`src/rtl/io_mailbox.sv`:
```
// Bus-attached 32-bit mailbox: a word FIFO behind a four-register window, with
// sticky overflow/underflow flags and a threshold/overflow level interrupt.
module io_mailbox #(
  parameter logic [31:0] BASE_ADR = 32'hFFDC0000,
  parameter int          DEPTH    = 16
) (
  input  logic        clk_i,
  input  logic        rst_ni,
  input  logic        cyc_i,
  input  logic        stb_i,
  output logic        ack_o,
  input  logic        we_i,
  input  logic [3:0]  sel_i,
  input  logic [31:0] adr_i,
  input  logic [31:0] dat_i,
  output logic [31:0] dat_o,
  output logic        irq_o
);

  localparam int              AW      = $clog2(DEPTH);
  localparam logic [AW-1:0]   PTR_ONE = AW'(1);
  localparam logic [AW:0]     CNT_ONE = (AW + 1)'(1);
  localparam logic [AW:0]     CNT_MAX = (AW + 1)'(DEPTH);

  typedef enum logic {IDLE = 1'b0, ACK = 1'b1} state_t;

  state_t          state;
  logic [1:0]      rst_sync;
  logic            rst_n;
  logic [31:0]     mem [DEPTH];
  logic [AW-1:0]   wr_ptr;
  logic [AW-1:0]   rd_ptr;
  logic [AW:0]     count;
  logic            ovf;
  logic            unf;
  logic            ien;
  logic            ovf_ien;
  logic [6:0]      thresh;

  logic            hit;
  logic            start;
  logic            any_sel;
  logic [1:0]      reg_sel;
  logic            full;
  logic            empty;
  logic            do_push;
  logic [6:0]      count7;
  logic [31:0]     rdata;
  logic            unused_adr;

  // Assertion is immediate; release is retimed to clk_i so no flop sees a runt recovery.
  always_ff @(posedge clk_i or negedge rst_ni) begin
    if (!rst_ni) rst_sync <= 2'b00;
    else         rst_sync <= {rst_sync[0], 1'b1};
  end
  assign rst_n = rst_sync[1];

  assign hit        = cyc_i & stb_i & (adr_i[31:4] == BASE_ADR[31:4]);
  assign start      = (state == IDLE) & hit;
  assign any_sel    = |sel_i;
  assign reg_sel    = adr_i[3:2];
  assign full       = (count == CNT_MAX);
  assign empty      = (count == '0);
  assign count7     = 7'(count);
  assign do_push    = start & we_i & any_sel & (reg_sel == 2'd0) & ~full;
  assign ack_o      = (state == ACK) & stb_i;
  assign unused_adr = ^adr_i[1:0];

  always_comb begin
    rdata = '0;
    unique case (reg_sel)
      2'd0:    rdata = empty ? '0 : mem[rd_ptr];
      2'd1:    rdata = {20'd0, unf, ovf, full, empty, 1'b0, count7};
      2'd2:    rdata = {17'd0, thresh, 6'd0, ovf_ien, ien};
      default: rdata = '0;
    endcase
  end

  // Storage carries no reset; only pointers and count define what is valid.
  always_ff @(posedge clk_i) begin
    if (do_push) mem[wr_ptr] <= dat_i;
  end

  always_ff @(posedge clk_i or negedge rst_n) begin
    if (!rst_n) begin
      state   <= IDLE;
      dat_o   <= '0;
      irq_o   <= 1'b0;
      wr_ptr  <= '0;
      rd_ptr  <= '0;
      count   <= '0;
      ovf     <= 1'b0;
      unf     <= 1'b0;
      ien     <= 1'b0;
      ovf_ien <= 1'b0;
      thresh  <= '0;
    end else begin
      unique case (state)
        IDLE: begin
          if (start) begin
            state <= ACK;
            dat_o <= we_i ? '0 : rdata;
            if (we_i && any_sel) begin
              unique case (reg_sel)
                2'd0: begin
                  if (full) begin
                    ovf <= 1'b1;
                  end else begin
                    wr_ptr <= wr_ptr + PTR_ONE;
                    count  <= count + CNT_ONE;
                  end
                end
                2'd2: begin
                  if (sel_i[0]) {ovf_ien, ien} <= dat_i[1:0];
                  if (sel_i[1]) thresh <= dat_i[14:8];
                end
                2'd3: begin
                  if (dat_i[0]) begin
                    wr_ptr <= '0;
                    rd_ptr <= '0;
                    count  <= '0;
                  end
                  if (dat_i[1]) ovf <= 1'b0;
                  if (dat_i[2]) unf <= 1'b0;
                end
                default: ;
              endcase
            end else if (!we_i && reg_sel == 2'd0) begin
              if (empty) begin
                unf <= 1'b1;
              end else begin
                rd_ptr <= rd_ptr + PTR_ONE;
                count  <= count - CNT_ONE;
              end
            end
          end else begin
            dat_o <= '0;
          end
        end
        ACK: begin
          if (!stb_i || !cyc_i) begin
            state <= IDLE;
            dat_o <= '0;
          end
        end
        default: state <= IDLE;
      endcase
      irq_o <= (ien && thresh != 7'd0 && count7 >= thresh) || (ovf_ien && ovf);
    end
  end

endmodule

```
`config.mk`:
```
export PLATFORM = sky130hd
export DESIGN_NAME = io_mailbox
export DESIGN_NICKNAME = d
export VERILOG_FILES = /design/src/rtl/io_mailbox.sv
export SDC_FILE = /design/constraint.sdc
export NUM_CORES = 1
export LEC_CHECK = 0
export CORE_MARGIN = 4
export CORE_UTILIZATION = 60
export DETAILED_ROUTE_END_ITERATION = 8
export PLACE_DENSITY_LB_ADDON = 0.1
export SETUP_SLACK_MARGIN = 0.3
export SLEW_MARGIN = 20
export SYNTH_ARGS = -nofsm -noshare
export SYNTH_HDL_FRONTEND = slang
export SYNTH_SLANG_ARGS = --single-unit
```
`constraint.sdc`:
```
create_clock -name clk_i -period 2 [get_ports clk_i]
set_input_delay 0.4 -clock clk_i [delete_from_list [all_inputs] [get_ports clk_i]]
set_output_delay 0.4 -clock clk_i [all_outputs]
set_load 0.05 [all_outputs]
```
# == After elaboration in Yosys (flattened, before gate mapping) ==
# Memories as Yosys holds them, arrays and structs flattened.
# Index checks and enable logic that the tools add are counted.
# word_totals
register_bits,60
mem_bits_rw,512
output_inout_bits,34
word_cells,101
memories,1
# mem_list
name,words,word_bits,rd,rd_clocked_by_memory_dff,write_ports,line_no,rtl
mem,16,32,1,0,1,30,logic [31:0] mem [DEPTH];
# op_classes
add_sub_neg,4
magnitude_cmp,1
eq_ne,17
muxes,32
n_bitwise,10
n_reduce_logical,24
# ops
operator,count
$mux 32,4
$pmux 32 s3,1
$pmux 32 s2,1
$eq 28x28->1 const B,1
$mux 5,5
$mux 4,6
$reduce_and 6->1,4
$ne 2x2->1 const B,6
$mux 1,11
$pmux 5 s2,1
$reduce_and 5->1,2
$add 4x1->4 const B,2
$and 1x1->1,8
$pmux 4 s2,1
$ge 5x7->1,1
$reduce_and 7->1,1
$reduce_bool 7->1,1
$ne 2x1->1 const B,3
$ne 3x3->1 const B,2
$reduce_bool 2->1,3
$add 5x1->5 const B,1
$eq 5x5->1 const B,1
$logic_and 1x1->1,5
$logic_not 5->1,1
10 further kinds,16

# == Depth between registers and ports, before layout ==
# Gate-level depths: netlist of the first run.
# logic_depth
word_depth,9
depth_mapped,8
ltp_nobuf,7

# == Least setup slack after synthesis of the first run ==
# OpenSTA, ideal clock, no wires.
# synth_path
kind,register -> register
start,register state
end,"memory mem[0][0], enable pin"
setup_ns,0.468
arrival_ns,4.213
t_required_ns,1.532
setup_slack_ns,-2.680
stages_incl_launch_ff,6
path_cell_list,dfrtp_1 > nand4b_1 > or4_4 > or2_4 > or4_1 > nor3b_1
# synth_via
elab_chain_cells,8
# synth_lines
element,line_no,rtl
"start, declared",27,state_t state;
"start signal, assigned",86,state <= IDLE;
"start signal, assigned",101,state <= ACK;
"start signal, assigned",142,state <= IDLE;
$not 1->1 (no line),--,
$and 1x1->1,59,assign start = (state == IDLE) & hit;
$and 1x1->1 (4 in a row),65,assign do_push = start & we_i & any_sel & (reg_sel == 2'd0) & ~full;
$mux 1,81,if (do_push) mem[wr_ptr] <= dat_i;
$mux 1 (not written as such),81,
"end, declared",30,
# No other way between the ends.

# == Final worst setup path of the first run ==
# layout_path
start,register state
end,"memory mem[15][2], enable pin"
# Same word-level chain as after synthesis.

==> results of run 1 <==
through the flow:
stage	setup WS [ns]	instance area (um^2)	TNS [ns]	hold WS [ns]
floorplan	-1.15	22800	-432.56	0.104
global placement	-1.17	26100	-601.02	0.207
detailed placement	-1.19	26100	-614.79	0.210
CTS	-0.769	28900	-382.27	0.206
global route	-0.850	29900	-411.04	0.216
finish	-0.825	29900	-395.90	0.212
per-layer routing:
metal	up-vias	track usage, %	wire, um
li1	5597	-	-
met1	7274	43.1	25000
met2	1208	49.3	34900
met3	246	5.20	8400
met4	0	9.97	4060
met5	-	0	0
worst paths after layout:
path | start | to | slack (ns)
setup / recovery | state$_DFF_PN0_ | mem[15][2]$_DFFE_PP_ | -0.82
hold / removal | rst_sync[1]$_DFF_PN0_ | dat_o[16]$_DFFE_PN0P_ | 0.21
setup reg to reg | state$_DFF_PN0_ | mem[15][2]$_DFFE_PP_ | -0.82
hold reg to reg | rst_sync[1]$_DFF_PN0_ | dat_o[16]$_DFFE_PN0P_ | 0.21
max in group asynchronous | rst_sync[1]$_DFF_PN0_ | rd_ptr[1]$_DFFE_PN0P_ | 1.08
min in group clk_i | rst_sync[0]$_DFF_PN0_ | rst_sync[1]$_DFF_PN0_ | 0.35
cell type report:
type / count / area (um^2) / area share [%]
inverter: 18 / 67.6 / 0.226
clock inverter: 33 / 398 / 1.33
sequential: 572 / 16900 / 56.5
clock buffer: 69 / 1440 / 4.82
tap: 504 / 631 / 2.11
timing repair buffer: 360 / 4540 / 15.2
multi-input combinational: 544 / 5910 / 19.8
Yosys cell counts, drive strengths merged (3+ instances only):
master / number / area share [%]
inv: 17 / 0.28
a21o: 3 / 0.099
nor4bb: 3 / 0.13
buf: 31 / 0.72
o41ai: 4 / 0.19
clkbuf: 31 / 0.51
a21oi: 42 / 0.93
nor4b: 3 / 0.12
or3: 4 / 0.14
o21ai: 44 / 0.97
nand2b: 5 / 0.14
a22o: 33 / 1.3
nor4: 11 / 0.30
nor2b: 4 / 0.11
and3: 9 / 0.25
nand2: 114 / 1.9
mux2i: 14 / 0.62
o31ai: 6 / 0.20
nor3b: 7 / 0.23
a22oi: 10 / 0.33
edfxtp: 512 / 68
dfrtp: 60 / 6.6
mux4: 123 / 12
ha: 17 / 0.94
nor2: 18 / 0.30
a2bb2oi: 4 / 0.15
or4: 6 / 0.25
nand3: 7 / 0.15
mux2: 11 / 0.55
nand4: 6 / 0.17
a32oi: 6 / 0.23
nand4b: 3 / 0.12
nor3: 4 / 0.14
power by group:
part,switching [mW],internal [mW]
Clock,4.59,6.26
Combinational,0.315,0.204
Sequential,0.00829,13.0
flip-flops by register name, indices dropped and copies added, names as in the netlist:
name and count:
ovf_ien 1, irq_o 1, state 1, rst_sync 2, mem 512, rd_ptr 4, thresh 7, dat_o 32
ien 1, count 5, wr_ptr 4, ovf 1, unf 1
what timing repair did:
item                                    CTS  global route
endpoints found under the hold margin     2             0
gates resized for setup                  29           174
gates cloned                             18            23
endpoints found under the setup margin  595           595
hold buffers                              1             0
setup buffers                            25            17
pin swaps                                 1            34
cells by family after synthesis:
logic type	synth area share, %
flip-flops	74.5
AND/OR/NAND/NOR	4.81
AO/OA/AOI/OAI	4.81
multiplexers	13.4
buffers and inverters	1.54
adder cells (fa/ha/maj)	0.939
other	0.0166
worst register-to-register path, stage by stage (launching register included):
cell	delay [ns]
dfrtp_1	0.41
nand4b_1	0.18
or4_4	0.43
or2_4	0.30
buf_6	0.14
buf_4	0.14
nor4_4	0.13
buf_4	0.19
buf_6	0.11
and3_4	0.29
clkbuf_16	0.21
==> reports/qor.txt, run 1 <==
status = finished, violations left
violated checks = negative setup slack
kind of critical path = reg -> reg
synth unique cells = 61
number of routed nets with antenna violations = 0
final WL = 72.3 mm
WP data arrival = 3.14 ns
Power Dens Cells = 816 nW/um^2
RePlAce Congestion = 0.877
Peak Freq = 0.354 GHz
Final Slew Violations = 0
commonest non-fill, non-tap cells in the layout = edfxtp_1 (512), buf_4 (129), mux4_2 (123)
Static Leak = 10.4 nW
worst slew pin tran = 1.00 ns
Max-slew headroom = 33.1%
Filler cells = 1733
Post-Syn Area per Cell = 18.9 um^2
RSZ-0062 raised after global routing = yes
largest net degree at the start of global routing = 50
DRC viols = 0
initial drt markers = 2082
Syn Nets = 1286
first-pass GRT wire length = 91.2 mm
fin crit period = 2.82 ns
Worst setup SP type = register
element type at the critical path end = register
clk slew on worst S/H paths = 0.07 ns
cell count along the critical path = 10
Initial Util = 61.3%
clk_lat worst skew = 0.62 ns
Final period util = 141%
Pwr Total = 24.4 mW
drt wl/cell = 34.4 um
Synthesis Warnings = 0
final hold vios = 0
final number of setup-violating endpoints = 567
vias in the first global route = 13700
Nets = 1641
prevailing post-synth register cell = edfxtp_1
PortBufs = 104
vias per cell = 6.82
Overflow after GRT = 0
Synth Cell Area = 22700 um^2
Longest Clk Path Bufs = 3
P&R area growth vs syn = 31.9%
FP Rows = 70
Detail Placement HPWL = 34.1 mm
Max-Cap Viols = 0
CP delay by family, top = simple AND/OR/NAND/NOR gates
ys async rst share = 10.5%
post-synthesis sequential area ratio = 74.5%
commonest non-fill, non-tap cell in the layout = edfxtp_1
cells after synthesis = 1196
Vias = 14300
global-route usage over all layers = 30.4%
Peak VDD IR = 0.888 mV
diode count = 0
worst min path class = reg -> async
fin cells = 2100
post-layout util = 80.8%
CP max FO = 7
Detailed Routing Iterations Pass 1 = 6
Root Buffer = clkbuf_16
Sink Count = 572
chip width = 202 um
Cell Count Post-Placement = 1914
antenna violations before repair = 0
Seq cells post-synth = 572
slowest cell on the critical path = or4_4
Die ar. = 40900 um^2
Post-synth EDFFs = 512
layout cells sized above 1 = 36.4%
post-route setup slack = -0.825 ns
CP required = 2.32 ns
H-tree Lvls = 2
io pins = 107
Critical path buffers and inverters = 5
Die H = 202 um
Slowest Stage Delay on Critical Path = 0.43 ns
CTS tree = done
Max Clock Skew = 0.0211 ns
worst path cell trace = nand4b_1 -> or4_4 -> or2_4 -> buf_6 -> buf_4 -> nor4_4 -> buf_4 -> buf_6 -> and3_4 -> clkbuf_16
total CTS buffers = 55
r2r worst-path depth = 10
core area = 37000 um^2
(Power assumes the default switching activity.)
==> inputs of run 2 (changes only) <==
Settings changed: CORE_UTILIZATION 60 to 63, DONT_BUFFER_PORTS set to 1.
==> run 2 against run 1 <==
  * The run still ends with negative setup slack left
  * Design area fell by 6.0%
  * Sequential share of layout area rose by 3.6 points
  * Total power shrank 3.8%
  * Register-to-register slack gained 0.06 ns
  * Utilization is 1.7 points lower
  * First-iteration DRC count down 7.5%
  * Clock power fell by 7%
  * Sequential power hardly changed
  * Global-route usage grew 0.48 points
  * Routed wire length decreased by 9.8%
==> reports/qor.txt, run 2 (synthesis results as in run 1) <==
status = finished, violations left
Max-Cap Viols = 0
CTS tree = done
Die H = 198 um
r2r setup slk = -0.77 ns
Sink Count = 572
CP max FO = 6
initial drt markers = 1925
Most flops, register = mem
largest net degree at the start of global routing = 34
commonest non-fill, non-tap cell in the layout = edfxtp_1
worst min path class = in -> async
Die ar. = 39100 um^2
RePlAce Congestion = 0.841
fin crit period = 2.77 ns
clk_lat worst skew = 0.61 ns
element type at the critical path end = register
fin cells = 1920
WP data arrival = 3.08 ns
DP Worst Slack = -0.711 ns
violated checks = negative setup slack
Area after DPL = 24600 um^2
Largest regs = mem x512, dat_o x32, thresh x7
post-layout util = 79.2%
drt wl/cell = 34.0 um
max FFs per register = 512
Final Slew Violations = 0
H-tree Lvls = 2
first-pass GRT wire length = 87.5 mm
Nets = 1506
DRC viols = 0
worst slew pin tran = 0.962 ns
post-route setup slack = -0.768 ns
FP Rows = 69
Detail Placement HPWL = 32.4 mm
Max Clock Skew = 0.0227 ns
Final period util = 138%
Power Dens Cells = 835 nW/um^2
Fin Hold WS = 0.0184 ns
Initial Util = 63.8%
vias in the first global route = 13400
chip width = 198 um
antenna violations before repair = 3
Cell Count Post-Placement = 1720
number of routed nets with antenna violations = 0
total CTS buffers = 54
final number of setup-violating endpoints = 564
Peak VDD IR = 0.854 mV
RSZ-0062 raised after global routing = yes
Overflow after GRT = 0
global-route usage over all layers = 30.9%
core area = 35500 um^2
final instance area = 28100 um^2
Static Leak = 9.51 nW
Longest Clk Path Bufs = 3
Peak Freq = 0.361 GHz
final hold vios = 0
Detailed Routing Iterations Pass 1 = 5
Max-slew headroom = 35.7%
final WL = 65.3 mm
io pins = 107
Pwr Total = 23.5 mW
PortBufs = 0
Root Buffer = clkbuf_16
kind of critical path = reg -> reg
CP required = 2.32 ns
layout cells sized above 1 = 31.2%
commonest non-fill, non-tap cells in the layout = edfxtp_1 (512), mux4_2 (123), nand2_1 (114)
Worst setup SP type = register
P&R area growth vs syn = 24.0%
Vias = 13400
vias per cell = 6.97
clk slew on worst S/H paths = 0.07 ns
final setup TNS = -353.62 ns
[run 2: layer usage]
layer / part of all wire [%] / global-route usage, %
met5: 0 / 0
met4: 3.3 / 9.92
met3: 12 / 6.46
met2: 49 / 49.0
met1: 35 / 44.3
[run 2: report_power, final]
group / internal, mW / switching [mW] / total, mW / leakage [nW]
Clock: 5.63 / 4.45 / 10.1 / 0.837
Sequential: 13.0 / 0.0124 / 13.0 / 5.42
Combinational: 0.0967 / 0.255 / 0.351 / 3.25
[run 2: what timing repair did]
| action | 4_1_cts | 5_1_grt |
|---|---|---|
| setup buffers | 23 | 8 |
| setup endpoints to repair | 575 | 578 |
| hold endpoints to repair | 525 | 0 |
| gates resized for setup | 30 | 44 |
| pin swaps | 4 | 17 |
| gates cloned | 16 | 21 |
| hold buffers | 33 | 0 |
[run 2: critical path: stages (launching register included)]
cell,delay [ns]
dfrtp_1,0.37
nand4b_1,0.18
or4_4,0.43
or2_4,0.30
or4_4,0.52
nor3b_4,0.30
buf_6,0.20
clkbuf_16,0.18
[run 2: worst paths after layout]
kind                                        from                     to  depth (start not counted)
max                              state$_DFF_PN0_    mem[2][6]$_DFFE_PP_                          7
min                                       rst_ni  rst_sync[0]$_DFF_PN0_                          1
max reg2reg                      state$_DFF_PN0_    mem[2][6]$_DFFE_PP_                          7
min reg2reg                rst_sync[1]$_DFF_PN0_  dat_o[13]$_DFFE_PN0P_                          0
max in group asynchronous  rst_sync[1]$_DFF_PN0_  rd_ptr[0]$_DFFE_PN0P_                          1
min in group clk_i                          we_i  rd_ptr[1]$_DFFE_PN0P_                          2
[run 2: cell type report]
class,instances,area (um^2)
well taps,461,577
clock buffers,77,1510
multi-input cells,544,5730
diodes,2,5.00
flip-flops and latches,572,16900
fillers,1778,7390
clock inverters,20,188
repair buffers,226,3130
inverters,18,67.6
